$ cat src/rtl/keycode_event_decoder_pkg.sv
// Shared types and constants for the keycode GPIO reader: lane codes, event payload, scanner states.
package keycode_pkg;

    localparam int unsigned KEYCODE_W = 32;
    localparam int unsigned KEY_BYTES = 4;
    localparam int unsigned NUM_LANES = 4;
    localparam int unsigned HID_W     = 8;

    localparam logic [HID_W-1:0] KC_D        = 8'h07;
    localparam logic [HID_W-1:0] KC_F        = 8'h09;
    localparam logic [HID_W-1:0] KC_J        = 8'h0D;
    localparam logic [HID_W-1:0] KC_K        = 8'h0E;
    localparam logic [HID_W-1:0] KC_ROLLOVER = 8'h01;

    typedef logic [1:0] lane_t;

    typedef struct packed {
        logic  press;
        lane_t lane;
    } key_event_t;

    typedef enum logic {
        IDLE,
        SCAN
    } scan_state_t;

    // HID code for a piano lane (0=D, 1=F, 2=J, 3=K)
    function automatic logic [HID_W-1:0] lane_code(lane_t lane);
        logic [HID_W-1:0] code;
        case (lane)
            2'd0:    code = KC_D;
            2'd1:    code = KC_F;
            2'd2:    code = KC_J;
            default: code = KC_K;
        endcase
        return code;
    endfunction

endpackage

$ cat src/rtl/keycode_event_decoder_if.sv
// Valid/ready event stream from the keycode decoder to the game logic.
interface keycode_event_decoder_if;
    import keycode_pkg::*;

    logic             ev_valid;
    logic             ev_ready;
    lane_t            ev_lane;
    logic             ev_press;
    logic [HID_W-1:0] ev_keycode;

    modport master (
        output ev_valid,
        output ev_lane,
        output ev_press,
        output ev_keycode,
        input  ev_ready
    );

    modport slave (
        input  ev_valid,
        input  ev_lane,
        input  ev_press,
        input  ev_keycode,
        output ev_ready
    );

endinterface

$ cat src/rtl/keycode_event_decoder_event_fifo.sv
// First-word-fall-through FIFO; a push into a full FIFO succeeds only if the head pops in the same cycle.
module event_fifo #(
    parameter int unsigned DEPTH = 8,
    parameter int unsigned WIDTH = 3
) (
    input  logic             clk,
    input  logic             reset,
    input  logic             push,
    input  logic [WIDTH-1:0] push_data,
    input  logic             pop,
    output logic [WIDTH-1:0] head,
    output logic             valid,
    output logic             full,
    output logic             drop_c
);

    localparam int unsigned AW = (DEPTH > 1) ? $clog2(DEPTH) : 1;
    localparam int unsigned CW = AW + 1;

    logic [WIDTH-1:0] mem [DEPTH];
    logic [AW-1:0]    wr_ptr;
    logic [AW-1:0]    rd_ptr;
    logic [CW-1:0]    count;
    logic [CW-1:0]    count_d;
    logic             do_push;
    logic             do_pop;

    assign do_pop  = pop & valid;
    assign do_push = push & (~full | do_pop);
    assign drop_c  = push & full & ~do_pop;

    // Head is forced to zero while empty so the presented event has a defined reset value
    assign head = valid ? mem[rd_ptr] : '0;

    always_comb begin
        count_d = count;
        if (do_push && !do_pop) begin
            count_d = count + CW'(1);
        end else if (!do_push && do_pop) begin
            count_d = count - CW'(1);
        end
    end

    always_ff @(posedge clk) begin
        if (reset) begin
            wr_ptr <= '0;
            rd_ptr <= '0;
            count  <= '0;
            valid  <= 1'b0;
            full   <= 1'b0;
        end else begin
            if (do_push) begin
                wr_ptr <= wr_ptr + AW'(1);
            end
            if (do_pop) begin
                rd_ptr <= rd_ptr + AW'(1);
            end
            count <= count_d;
            valid <= (count_d != '0);
            full  <= (count_d == CW'(DEPTH));
        end
    end

    // Storage needs no reset; reads are gated by valid
    always_ff @(posedge clk) begin
        if (do_push) begin
            mem[wr_ptr] <= push_data;
        end
    end

endmodule

$ cat src/rtl/keycode_event_decoder.sv
// Debounces the raw keycode GPIO word and emits per-lane press/release events through a FWFT FIFO.
module keycode_event_decoder
    import keycode_pkg::*;
#(
    parameter int unsigned FIFO_DEPTH    = 8,
    parameter int unsigned STABLE_CYCLES = 4
) (
    input  logic                    clk,
    input  logic                    reset,
    input  logic [KEYCODE_W-1:0]    keycode_i,
    keycode_event_decoder_if.master ev,
    output logic [NUM_LANES-1:0]    lane_held,
    output logic                    busy,
    output logic                    overflow
);

    localparam int unsigned CNT_W = (STABLE_CYCLES > 1) ? $clog2(STABLE_CYCLES) : 1;
    localparam int unsigned EV_W  = $bits(key_event_t);

    logic [KEYCODE_W-1:0] cand;
    logic [KEYCODE_W-1:0] stable;
    logic [CNT_W-1:0]     cnt;

    logic [NUM_LANES-1:0] target;
    logic                 word_valid;

    scan_state_t          state;
    scan_state_t          state_d;
    logic [NUM_LANES-1:0] pending;
    logic [NUM_LANES-1:0] pending_d;
    logic [NUM_LANES-1:0] tgt;
    logic [NUM_LANES-1:0] tgt_d;
    logic [NUM_LANES-1:0] held_d;
    lane_t                scan_lane;
    logic                 push_c;
    key_event_t           push_ev;

    logic [EV_W-1:0]      head_raw;
    key_event_t           head_ev;
    logic                 fifo_valid;
    logic                 fifo_full;
    logic                 drop_c;

    // Stability filter: a word is accepted after STABLE_CYCLES identical samples
    always_ff @(posedge clk) begin
        if (reset) begin
            cand   <= '0;
            cnt    <= '0;
            stable <= '0;
        end else if (keycode_i != cand) begin
            cand <= keycode_i;
            cnt  <= '0;
        end else if (cnt != CNT_W'(STABLE_CYCLES - 1)) begin
            cnt <= cnt + CNT_W'(1);
        end else begin
            stable <= cand;
        end
    end

    // Lane target mask; an ErrorRollOver byte anywhere invalidates the whole word
    always_comb begin
        target     = '0;
        word_valid = 1'b1;
        for (int b = 0; b < KEY_BYTES; b++) begin
            if (stable[8*b +: 8] == KC_ROLLOVER) begin
                word_valid = 1'b0;
            end
            for (int l = 0; l < NUM_LANES; l++) begin
                if (stable[8*b +: 8] == lane_code(lane_t'(l))) begin
                    target[l] = 1'b1;
                end
            end
        end
    end

    always_comb begin
        scan_lane = '0;
        for (int l = NUM_LANES - 1; l >= 0; l--) begin
            if (pending[l]) begin
                scan_lane = lane_t'(l);
            end
        end
    end

    // Scanner next-state: one event per cycle, lowest pending lane first
    always_comb begin
        state_d   = state;
        pending_d = pending;
        tgt_d     = tgt;
        held_d    = lane_held;
        push_c    = 1'b0;
        push_ev   = '0;
        case (state)
            IDLE: begin
                if (word_valid && (target != lane_held)) begin
                    pending_d = target ^ lane_held;
                    tgt_d     = target;
                    state_d   = SCAN;
                end
            end
            SCAN: begin
                push_c               = 1'b1;
                push_ev.press        = tgt[scan_lane];
                push_ev.lane         = scan_lane;
                held_d[scan_lane]    = tgt[scan_lane];
                pending_d[scan_lane] = 1'b0;
                if (pending_d == '0) begin
                    state_d = IDLE;
                end
            end
            default: begin
                state_d = IDLE;
            end
        endcase
    end

    always_ff @(posedge clk) begin
        if (reset) begin
            state     <= IDLE;
            pending   <= '0;
            tgt       <= '0;
            lane_held <= '0;
            busy      <= 1'b0;
            overflow  <= 1'b0;
        end else begin
            state     <= state_d;
            pending   <= pending_d;
            tgt       <= tgt_d;
            lane_held <= held_d;
            busy      <= (state_d == SCAN);
            overflow  <= overflow | drop_c;
        end
    end

    event_fifo #(
        .DEPTH (FIFO_DEPTH),
        .WIDTH (EV_W)
    ) u_event_fifo (
        .clk       (clk),
        .reset     (reset),
        .push      (push_c),
        .push_data (push_ev),
        .pop       (ev.ev_ready),
        .head      (head_raw),
        .valid     (fifo_valid),
        .full      (fifo_full),
        .drop_c    (drop_c)
    );

    assign head_ev       = key_event_t'(head_raw);
    assign ev.ev_valid   = fifo_valid;
    assign ev.ev_lane    = head_ev.lane;
    assign ev.ev_press   = head_ev.press;
    assign ev.ev_keycode = lane_code(head_ev.lane);

    // Full flag is only needed internally by the FIFO's drop rule
    logic unused_full;
    assign unused_full = fifo_full;

endmodule

$ cat src/flat_wrapper.sv
// flat-port wrapper written by rule: the top's interface ports become plain ports
module keycode_event_decoder_flat import keycode_pkg::*;
#(
    parameter int unsigned FIFO_DEPTH    = 8,
    parameter int unsigned STABLE_CYCLES = 4
)
  (clk, reset, keycode_i, lane_held, busy, overflow, ev_ev_valid, ev_ev_lane, ev_ev_press, ev_ev_keycode, ev_ev_ready);
  keycode_event_decoder_if ev_i ();
  input  logic clk;
  input  logic reset;
  input  logic [KEYCODE_W-1:0] keycode_i;
  output logic [NUM_LANES-1:0] lane_held;
  output logic busy;
  output logic overflow;
  output wire logic [$bits(ev_i.ev_valid)-1:0] ev_ev_valid;
  output wire logic [$bits(ev_i.ev_lane)-1:0] ev_ev_lane;
  output wire logic [$bits(ev_i.ev_press)-1:0] ev_ev_press;
  output wire logic [$bits(ev_i.ev_keycode)-1:0] ev_ev_keycode;
  input wire logic [$bits(ev_i.ev_ready)-1:0] ev_ev_ready;
  assign ev_ev_valid = ev_i.ev_valid;
  assign ev_ev_lane = ev_i.ev_lane;
  assign ev_ev_press = ev_i.ev_press;
  assign ev_ev_keycode = ev_i.ev_keycode;
  assign ev_i.ev_ready = ev_ev_ready;
  keycode_event_decoder #(.FIFO_DEPTH(FIFO_DEPTH), .STABLE_CYCLES(STABLE_CYCLES)) u_core (.clk(clk), .reset(reset), .keycode_i(keycode_i), .ev(ev_i), .lane_held(lane_held), .busy(busy), .overflow(overflow));
endmodule
$ cat config.mk
export PLATFORM = sky130hd
export DESIGN_NAME = keycode_event_decoder_flat
export DESIGN_NICKNAME = d
export VERILOG_FILES = /design/src/rtl/keycode_event_decoder_pkg.sv /design/src/rtl/keycode_event_decoder_if.sv /design/src/rtl/keycode_event_decoder_event_fifo.sv /design/src/rtl/keycode_event_decoder.sv /design/src/flat_wrapper.sv
export SDC_FILE = /design/constraint.sdc
export NUM_CORES = 1
export LEC_CHECK = 0
export BUFFER_PORTS_ARGS = -buffer_cell sky130_fd_sc_hd__clkbuf_2
export CAP_MARGIN = 20
export CELL_PAD_IN_SITES_DETAIL_PLACEMENT = 0
export CELL_PAD_IN_SITES_GLOBAL_PLACEMENT = 1
export CORE_MARGIN = 2
export CORE_UTILIZATION = 45
export DETAILED_ROUTE_END_ITERATION = 10
export HOLD_SLACK_MARGIN = 0.02
export PLACE_DENSITY = 0.85
export SETUP_SLACK_MARGIN = 0.1
export SLEW_MARGIN = 20
export SYNTH_ARGS = -nofsm -noshare
export SYNTH_HDL_FRONTEND = slang
export SYNTH_SLANG_ARGS = --single-unit
export TNS_END_PERCENT = 50
$ cat constraint.sdc
create_clock -name clk -period 2.8 [get_ports clk]
set_clock_uncertainty 0.2 [all_clocks]
set_input_delay 0.14 -clock clk [delete_from_list [all_inputs] [get_ports clk]]
set_output_delay 0.14 -clock clk [all_outputs]
set_load 0.01 [all_outputs]
Word-level counts from Yosys, hierarchy flattened --
Memory sizes are Yosys's and may differ from the RTL's. A register that Yosys moved wholly into a read port is not among the register bits. Cells that the tools add are included.
Cells by class: add/sub/neg operators 5, order comparisons 2, equal/unequal tests 27, mux-type cells 44, bitwise operators 14, reductions and logical operators 12
Operators by type and width (number):
- $eq 8x4->1 const B | 12
- $eq 8x1->1 const B | 4
- $eq 8x3->1 const B | 4
- $ne 32x32->1 | 1
- $mux 1 | 27
- $mux 3 | 4
- $mux 4 | 3
- $pmux 4 s3 | 1
- $mux 2 | 4
- $pmux 4 s2 | 1
- $add 3x1->3 const B | 2
- $not 1->1 | 5
- $add 4x1->4 const B | 1
- $and 1x1->1 | 4
- $and 4x4->4 | 1
- $bwmux 4 | 1
- $eq 4x4->1 const B | 1
- $logic_and 1x1->1 | 4
- $logic_not 4->1 | 1
- $ne 4x4->1 | 1
- $not 4->4 | 1
- $reduce_and 2->1 | 2
- $reduce_bool 4->1 | 1
- $sub 4x1->4 const B | 1
- other kinds (15) | 17
Word-level totals: flip-flop bits (word level) 92, memory bits (writable) 24, bits of input ports 35, output and inout bits 18, memories kept 1
Memories:
- u_core.u_event_fifo.mem | depth 8, width 3, read ports 1, clocked after memory_dff 1, wr ports 1, RTL line keycode_event_decoder_event_fifo.sv:20 | logic [WIDTH-1:0] mem [DEPTH];

Depth between registers and ports, before layout --
Gate-level depths: netlist (run 1).
depth in word-level cells 13, mapped depth 7

Modules after synthesis --
From an unflattened synthesis (run 1), not the netlist that was laid out.
Unflattened totals: cells, all modules 495, area total of the unflattened synthesis 5287.6 um^2
Modules (own cells, without submodules):
- keycode_event_decoder | instances 1, cells an instance 372, area each 3644.7 um^2, seq. area each 1601.5 um^2
- event_fifo | instances 1, cells an instance 123, area each 1642.8 um^2, seq. area each 1021.0 um^2

Worst setup path before layout (run 1) --
Ideal clock, no wire load.
path type register to register, start register u_core.stable[4], end register u_core.tgt[0], data arrival time 2123 ps, data required time 2477 ps, setup slack 354 ps, stages on the path, launching flop included 8, buffers on the path 1, cells stage by stage dfxtp_1 or4_4 o32ai_2 o31a_2 o22ai_2 o31a_1 buf_2 mux2_1
On the way: longest elaborated chain between the ends 8, elaborated cells on any way between the ends 28, those cells by class 6 x eq/ne; 20 x mux; 2 x reduce/logical
Ends and longest elaborated chain:
- from (decl) | RTL line keycode_event_decoder.sv:21 | logic [KEYCODE_W-1:0] stable;
- from (signal assigned) | RTL line keycode_event_decoder.sv:56 | stable <= cand;
- $eq 8x3->1 or $eq 8x4->1 (tied branches) | RTL line keycode_event_decoder.sv:69 | if (stable[8*b +: 8] == lane_code(lane_t'(l))) begin
- $mux 1 (4 in a row) | RTL line keycode_event_decoder.sv:69
- $ne 4x4->1 | RTL line keycode_event_decoder.sv:95 | if (word_valid && (target != lane_held)) begin
- $logic_and 1x1->1 | RTL line keycode_event_decoder.sv:95
- $reduce_and 2->1 (no line)
- to (signal assigned) | RTL line keycode_event_decoder.sv:128 | tgt <= tgt_d;
- to (decl) | RTL line keycode_event_decoder.sv:31 | logic [NUM_LANES-1:0] tgt;
Parallel ways exist; a longest one is shown, timed or not. A chain may end at the register's enable or synchronous reset.

Final worst setup path (run 1) --
start register u_core.stable[4], end register u_core.pending[0]
On the way: longest elaborated chain between the ends 8, elaborated cells on any way between the ends 31, those cells by class 7 x eq/ne; 22 x mux; 1 x bitwise; 1 x reduce/logical
Ends and longest elaborated chain:
- $eq 8x3->1 or $eq 8x4->1 (tied branches) | RTL line keycode_event_decoder.sv:69
- $mux 1 (4 in a row) | RTL line keycode_event_decoder.sv:69
- $ne 4x4->1 or $xor 4x4->4 (tied branches) | RTL line keycode_event_decoder.sv:95, keycode_event_decoder.sv:96
- $logic_and 1x1->1 or $mux 4 (tied branches) | RTL line keycode_event_decoder.sv:95
- $ne 2x1->1 (no line) or $pmux 4 s2 (tied branches)
- to (signal assigned) | RTL line keycode_event_decoder.sv:127 | pending <= pending_d;
- to (decl) | RTL line keycode_event_decoder.sv:29 | logic [NUM_LANES-1:0] pending;
Parallel ways exist; a longest one is shown, timed or not. The select of a mux whose other input is x is not followed.

==> results.md, run 1 <==
- # DRC: 0
- Max-slew violation count: 0
- CTS tree: built
- Sequential element share of the synthesized area: 0.505
- Synth async-reset ratio: 0
- Initial antenna violation count: 0
- Pwr Total: 4.27 mW
- Slew HR: 0.611
- Reg2reg start: u_core.stable[4]$_SDFFE_PP0P_
- Gate power share: 0.110
- Hold_sp: reset
- Final WS setup: 0.190 ns
- Clock Sinks: 119
- Critical path fanouts, max: 5
- Post-route cell area: 6450 um2
- Worst skew pair latency: 0.40 ns
- Drt wl/cell: 14.7 um
- Hold path endpoint: u_core.stable[6]$_SDFFE_PP0P_
- Worst setup EP type: flop
- R2R setup slack: 0.19 ns
- Number of flops mapped to enable cells by yosys: 24
- Post-Syn Area: 5200 um2
- Synth area leader: dfxtp_1
- Hold path depth: 2
- Crit-path cells: or4_4 -> o32ai_2 -> o31a_2 -> o22ai_2 -> or4b_1 -> a311oi_2
- Row cnt: 39
- Slowest stage delay, CP: 0.58 ns
- Fmax achieved: 383 MHz
- Worst hold slack: 0.115 ns
- GR Layer Usage met2: 0.317
- Area share of the largest cell type after synthesis: 0.366
- Clk slew on worst S/H paths: 0.05 ns
- Area contributors post-synth: dfxtp_1 (37%), edfxtp_1 (14%), mux2i_1 (7.1%)
- Cell count after synthesis: 492
- Die H: 111 um
- Post-synth cell types: 55
- Final cell utilization of the core: 0.570
- Min Tclk post-route: 2.61 ns
- Sequential share of power: 0.442
- RSZ-0062 raised after global routing: false
- Vias/cell: 5.18
- Static leakage: 2.64 nW
- Initial DRC count: 194
- Remaining global-route overflow: 0
- WS Path Type: flop to flop
- Layout Nets: 622
- DP HPWL: 7600 um
- Most frequent cell after synthesis: dfxtp_1
- Period utilization: 0.932
- Worst slew pin tran: 0.584 ns
- Final Routed Wirelength: 10800 um
- Setup WS pre-CTS: 0.204 ns
- Via count: 3784
- Worst Path Required: 2.91 ns
- CTS Buffer Depth: 2
- CP max stage cell: or4_4
- Setup TNS: 0 ns
- Root Buffer: clkbuf_16
- Placed insts: 668
- Core Area: 11300 um2
- Critical R2R Capture: u_core.pending[0]$_SDFFE_PP0P_
- CP Launch Type: flop
- Grt met3 use: 0.0517
- Worst IR Drop VDD: 0.479 mV
- First-pass DRT Iterations: 4
- Port buffer count: 48
- Crit path DAT: 2.72 ns
- Sw frac: 0.234
- Total CTS buffers: 17
- Pint: 3.27 mW
- PwrDens: 662 nW/um2
- Final cell count without fillers: 731
- Largest net degree at the start of global routing: 62
- ANT nets after route: 0
- Synth Register Bits: 119
- N_diodes: 0
- Die ar.: 12400 um2
- Status: finished, final reports clean
- Clock Power Share: 0.449
- Ratio of cells with drive above 1 in the final layout: 0.179
- Layer with the highest usage: met2
- Vias in the first global route: 3778
- Initial core utilization: 0.459
- Die width: 111 um
- Top FF cell, synth: dfxtp_1
- Met1 usage: 0.215
- Reg2Reg Depth: 6
- Overall Global Routing Usage: 0.183
- P_sw: 1.00 mW
- Synth Area per Inst: 10.6 um2
- Hold Violations, Final: 0
- Most frequent cells after synthesis: dfxtp_1 (95), nor2_1 (70), mux2i_1 (37), nor2b_1 (37), xnor2_1 (37)
- First-pass GRT wire length: 18100 um
- Tightest Hold Check Type: input pin to flop
- Area growth syn-to-layout: 24.1%
- Routability cong.: 0.841
- Ys Warns: 0
- Maxcap violations: 0
- H-tree Lvls: 4
- Post-DP Area: 5550 um2
- Setup violators final: 0
- Ports: 53
==> layout make-up <==
cell class | count | area (um2)
Fill cell | 949 | 4870
Inverter | 15 | 56.3
Clock buffer | 24 | 502
Tap cell | 143 | 179
Timing Repair Buffer | 89 | 643
Multi-Input combinational cell | 337 | 2420
Sequential cell | 119 | 2620
Clock inverter | 4 | 22.5
==> power by group through the flow <==
stage	clock network (mW)	logic [mW]	registers [mW]
2_1_floorplan	0	0.324	1.89
3_3_place_gp	0	0.422	1.92
3_5_place_dp	0	0.432	1.92
4_1_cts	1.95	0.470	1.89
5_1_grt	2.02	0.527	1.90
6_report	1.92	0.468	1.89
==> cell usage in the layout, fill, tap and decap left out, drive strengths merged, types with 7 or more instances in the layout <==
cell / count
nand2: 19
o21ai: 7
xnor2: 37
nor4: 11
nor2: 70
nor3: 10
nand4: 11
buf: 8
ha: 8
inv: 15
dfxtp: 95
dlygate4sd3: 33
nand4b: 9
a21oi: 8
edfxtp: 24
clkbuf: 72
nor2b: 37
mux2i: 37
==> worst max-delay path by stage <==
stage	from	end	slack [ns]	cells after the start
detailed placement	u_core.stable[4]$_SDFFE_PP0P_	u_core.tgt[0]$_SDFFE_PP0P_	0.20	6
global route	u_core.stable[4]$_SDFFE_PP0P_	u_core.pending[0]$_SDFFE_PP0P_	0.13	6
floorplan	u_core.stable[4]$_SDFFE_PP0P_	u_core.tgt[0]$_SDFFE_PP0P_	0.35	7
CTS	u_core.stable[4]$_SDFFE_PP0P_	u_core.tgt[0]$_SDFFE_PP0P_	0.20	6
global placement	u_core.stable[4]$_SDFFE_PP0P_	u_core.tgt[0]$_SDFFE_PP0P_	0.28	6
finish	u_core.stable[4]$_SDFFE_PP0P_	u_core.pending[0]$_SDFFE_PP0P_	0.19	6
==> critical path: cells and delay by family, from the launching register on <==
family,cells,cell delay (ns)
AOI/OAI and AO/OA,4,0.91
DFF,1,0.31
and+or+nand+nor,2,1.10
==> flip-flops by register name, summed over array words and instances (netlist names), 3 cells and up, named ones only <==
register and cells:
u_core.cand 32, u_core.stable 32, u_core.u_event_fifo.mem 24, u_core.lane_held 4, u_core.pending 4, u_core.tgt 4, u_core.u_event_fifo.count 4, u_core.u_event_fifo.rd_ptr 3
u_core.u_event_fifo.wr_ptr 3
==> what timing repair did <==
action,in CTS,in global routing
endpoints found under the setup margin,1,3
setup buffers,0,2
endpoints found under the hold margin,38,0
gates resized for setup,1,4
pin swaps,0,1
hold buffers,33,0
==> routing by layer <==
layer	up-vias	wire length, um	part of all wire
li1	1901	-	-
met5	-	0	0
met4	0	152	0.014
met1	1780	4670	0.43
met3	15	409	0.038
met2	88	5550	0.51
==> kinds of logic (layout without fill, tap and decap cells) <==
| kind of cell | count (synthesis) | count (layout) | synth area share |
|---|---|---|---|
| AOI/OAI and AO/OA | 46 | 46 | 0.0665 |
| xor gates and xnor gates | 41 | 41 | 0.0691 |
| adders and majority gates | 9 | 9 | 0.0212 |
| buffers and inverters | 39 | 132 | 0.0364 |
| DFF | 119 | 119 | 0.505 |
| muxes | 47 | 47 | 0.106 |
| other | 1 | 4 | 0.000722 |
| and+or+nand+nor | 190 | 190 | 0.196 |
Note: power is estimated with default switching activity, not from simulation.
==> run 2, diff against run 1 <==
Settings changed: CORE_UTILIZATION 45 to 46, PLACE_DENSITY 0.85 to 0.87.
==> results.md, run 2 (synthesis gave the netlist of run 1 again) <==
- FILL cells: 894 (-5.8%)
- CTS Buffer Depth: 2 (unchanged)
- Row cnt: 38 (-2.6%)
- Top flop regs: u_core.cand: 32 flops, u_core.stable: 32 flops, u_core.u_event_fifo.mem: 24 flops
- Root Buffer: clkbuf_16
- Placed insts: 665 (-0.45%)
- Layout Nets: 625 (+0.48%)
- ANT nets after route: 0 (unchanged)
- Hold Violations, Final: 0 (unchanged)
- Ports: 53 (unchanged)
- Drt wl/cell: 14.9 um (+1.1%)
- Via count: 3827 (+1.1%)
- Worst skew pair latency: 0.41 ns (about the same)
- Core Area: 10900 um2 (-3.4%)
- Die ar.: 12200 um2 (-2.1%)
- Highest-count cells in the layout ignoring fill and taps: dfxtp_1 (94), nor2_1 (70), clkbuf_2 (48)
- Final Routed Wirelength: 11000 um (+1.7%)
- Layer with the highest usage: met2
- Static leakage: 2.69 nW (+1.9%)
- CTS tree: built
- GR Layer Usage met2: 0.356 (+0.0392)
- Post-route cell area: 6530 um2 (+1.3%)
- Multi-input gate area: 2430 um2 (+0.31%)
- Min Tclk post-route: 2.59 ns (-0.0204 ns)
- Storage element area: 2620 um2 (unchanged)
- Largest net degree at the start of global routing: 47 (-24%)
- Clock Sinks: 119 (unchanged)
- Maxcap violations: 0 (unchanged)
- Port buffer count: 48 (unchanged)
- Die H: 110 um (-1.0%)
- Area growth syn-to-layout: 25.7%
- Fmax achieved: 386 MHz (+0.79%)
- Remaining global-route overflow: 0 (unchanged)
- Worst slew pin tran: 0.575 ns (-0.00911 ns)
- Grt met3 use: 0.0541 (+0.00237)
- H-tree Lvls: 4 (unchanged)
- # DRC: 0 (unchanged)
- Routability cong.: 0.851 (+1.2%)
- RSZ-0062 raised after global routing: false
- Initial DRC count: 271 (+40%)
- Pwr Total: 4.50 mW (+5.3%)
- Initial core utilization: 0.475 (+0.0162)
- Critical path fanouts, max: 5 (unchanged)
- Worst setup EP type: flop
- Vias/cell: 5.21 (+0.59%)
- DP HPWL: 7680 um (+1.0%)
- First-pass DRT Iterations: 4 (unchanged)
- Period utilization: 0.925 (-0.00730)
- Met1 usage: 0.222 (+0.00731)
- Max-slew violation count: 0 (unchanged)
- N_diodes: 0 (unchanged)
- Setup violators final: 0 (unchanged)
- Die width: 110 um (-1.0%)
- CP Launch Type: flop
- Status: finished, final reports clean
- Tightest Hold Check Type: flop to flop
- Final cell count without fillers: 735 (+0.55%)
- Slew HR: 0.613 (+0.00254)
- Initial antenna violation count: 0 (unchanged)
- Post-DP Area: 5540 um2 (-0.29%)
- Clk slew on worst S/H paths: 0.05 ns (about the same)
- PwrDens: 689 nW/um2 (+4.0%)
- First-pass GRT wire length: 17900 um (-1.3%)
- Worst IR Drop VDD: 0.520 mV (+8.5%)
- Commonest non-fill, non-tap cell in the layout: dfxtp_1
- Setup TNS: 0 ns (unchanged)
- Ratio of cells with drive above 1 in the final layout: 0.185 (+0.00630)
- Vias in the first global route: 3715 (-1.7%)
- Overall Global Routing Usage: 0.197 (+0.0137)
- Total CTS buffers: 17 (unchanged)
- Worst Path Required: 2.92 ns (about the same)
- Crit path DAT: 2.71 ns (about the same)
- WS Path Type: flop to flop
## run 2: final timing paths
path	cells after the start	startpoint	to	slack [ns]
max	6	u_core.stable[4]$_SDFFE_PP0P_	u_core.pending[0]$_SDFFE_PP0P_	0.21
min	2	u_core.tgt[2]$_SDFFE_PP0P_	u_core.tgt[2]$_SDFFE_PP0P_	0.27
max reg2reg	6	u_core.stable[4]$_SDFFE_PP0P_	u_core.pending[0]$_SDFFE_PP0P_	0.21
min reg2reg	2	u_core.tgt[2]$_SDFFE_PP0P_	u_core.tgt[2]$_SDFFE_PP0P_	0.27
## run 2: cell type report
cell class	count	area share
multi-input combinational	337	0.372
clock buffer	23	0.0764
timing repair buffer	92	0.100
sequential	119	0.402
tap	140	0.0268
clock inverter	9	0.0146
inverter	15	0.00862
## run 2: power breakdown
part / switching [mW] / leakage [nW] / internal, mW
clock: 0.717 / 0.301 / 1.42
sequential: 0.0798 / 0.999 / 1.81
combinational: 0.232 / 1.39 / 0.241
## run 2: metrics by stage
stage	hold WS (ns)	setup slack (ns)	utilization
after floorplan	0.0682	0.354	-
after global placement	0.179	0.279	0.506
after detailed placement	0.189	0.153	0.506
after CTS	0.268	0.150	0.592
after global routing	0.301	0.0819	0.597
final	0.271	0.211	0.597
## run 2: critical path, cell delays in order, from the launching register on
cell,delay (ns)
dfxtp_1,0.31
or4_4,0.59
nor3_1,0.35
o31a_2,0.22
o22ai_2,0.10
or4b_1,0.50
a311oi_2,0.24
## run 2: timing repair
item,CTS,global route
resized for setup,1,4
endpoints found under the setup margin,1,4
buffers inserted,0,4
pin swaps,0,2
hold buffers,34,0
hold endpoints to repair,45,0
gates cloned,0,0
## run 2: metal layers
layer,wire length (um),up-vias
li1,-,1907
met1,4580,1827
met2,5860,83
met3,422,10
met4,97,0
met5,0,-
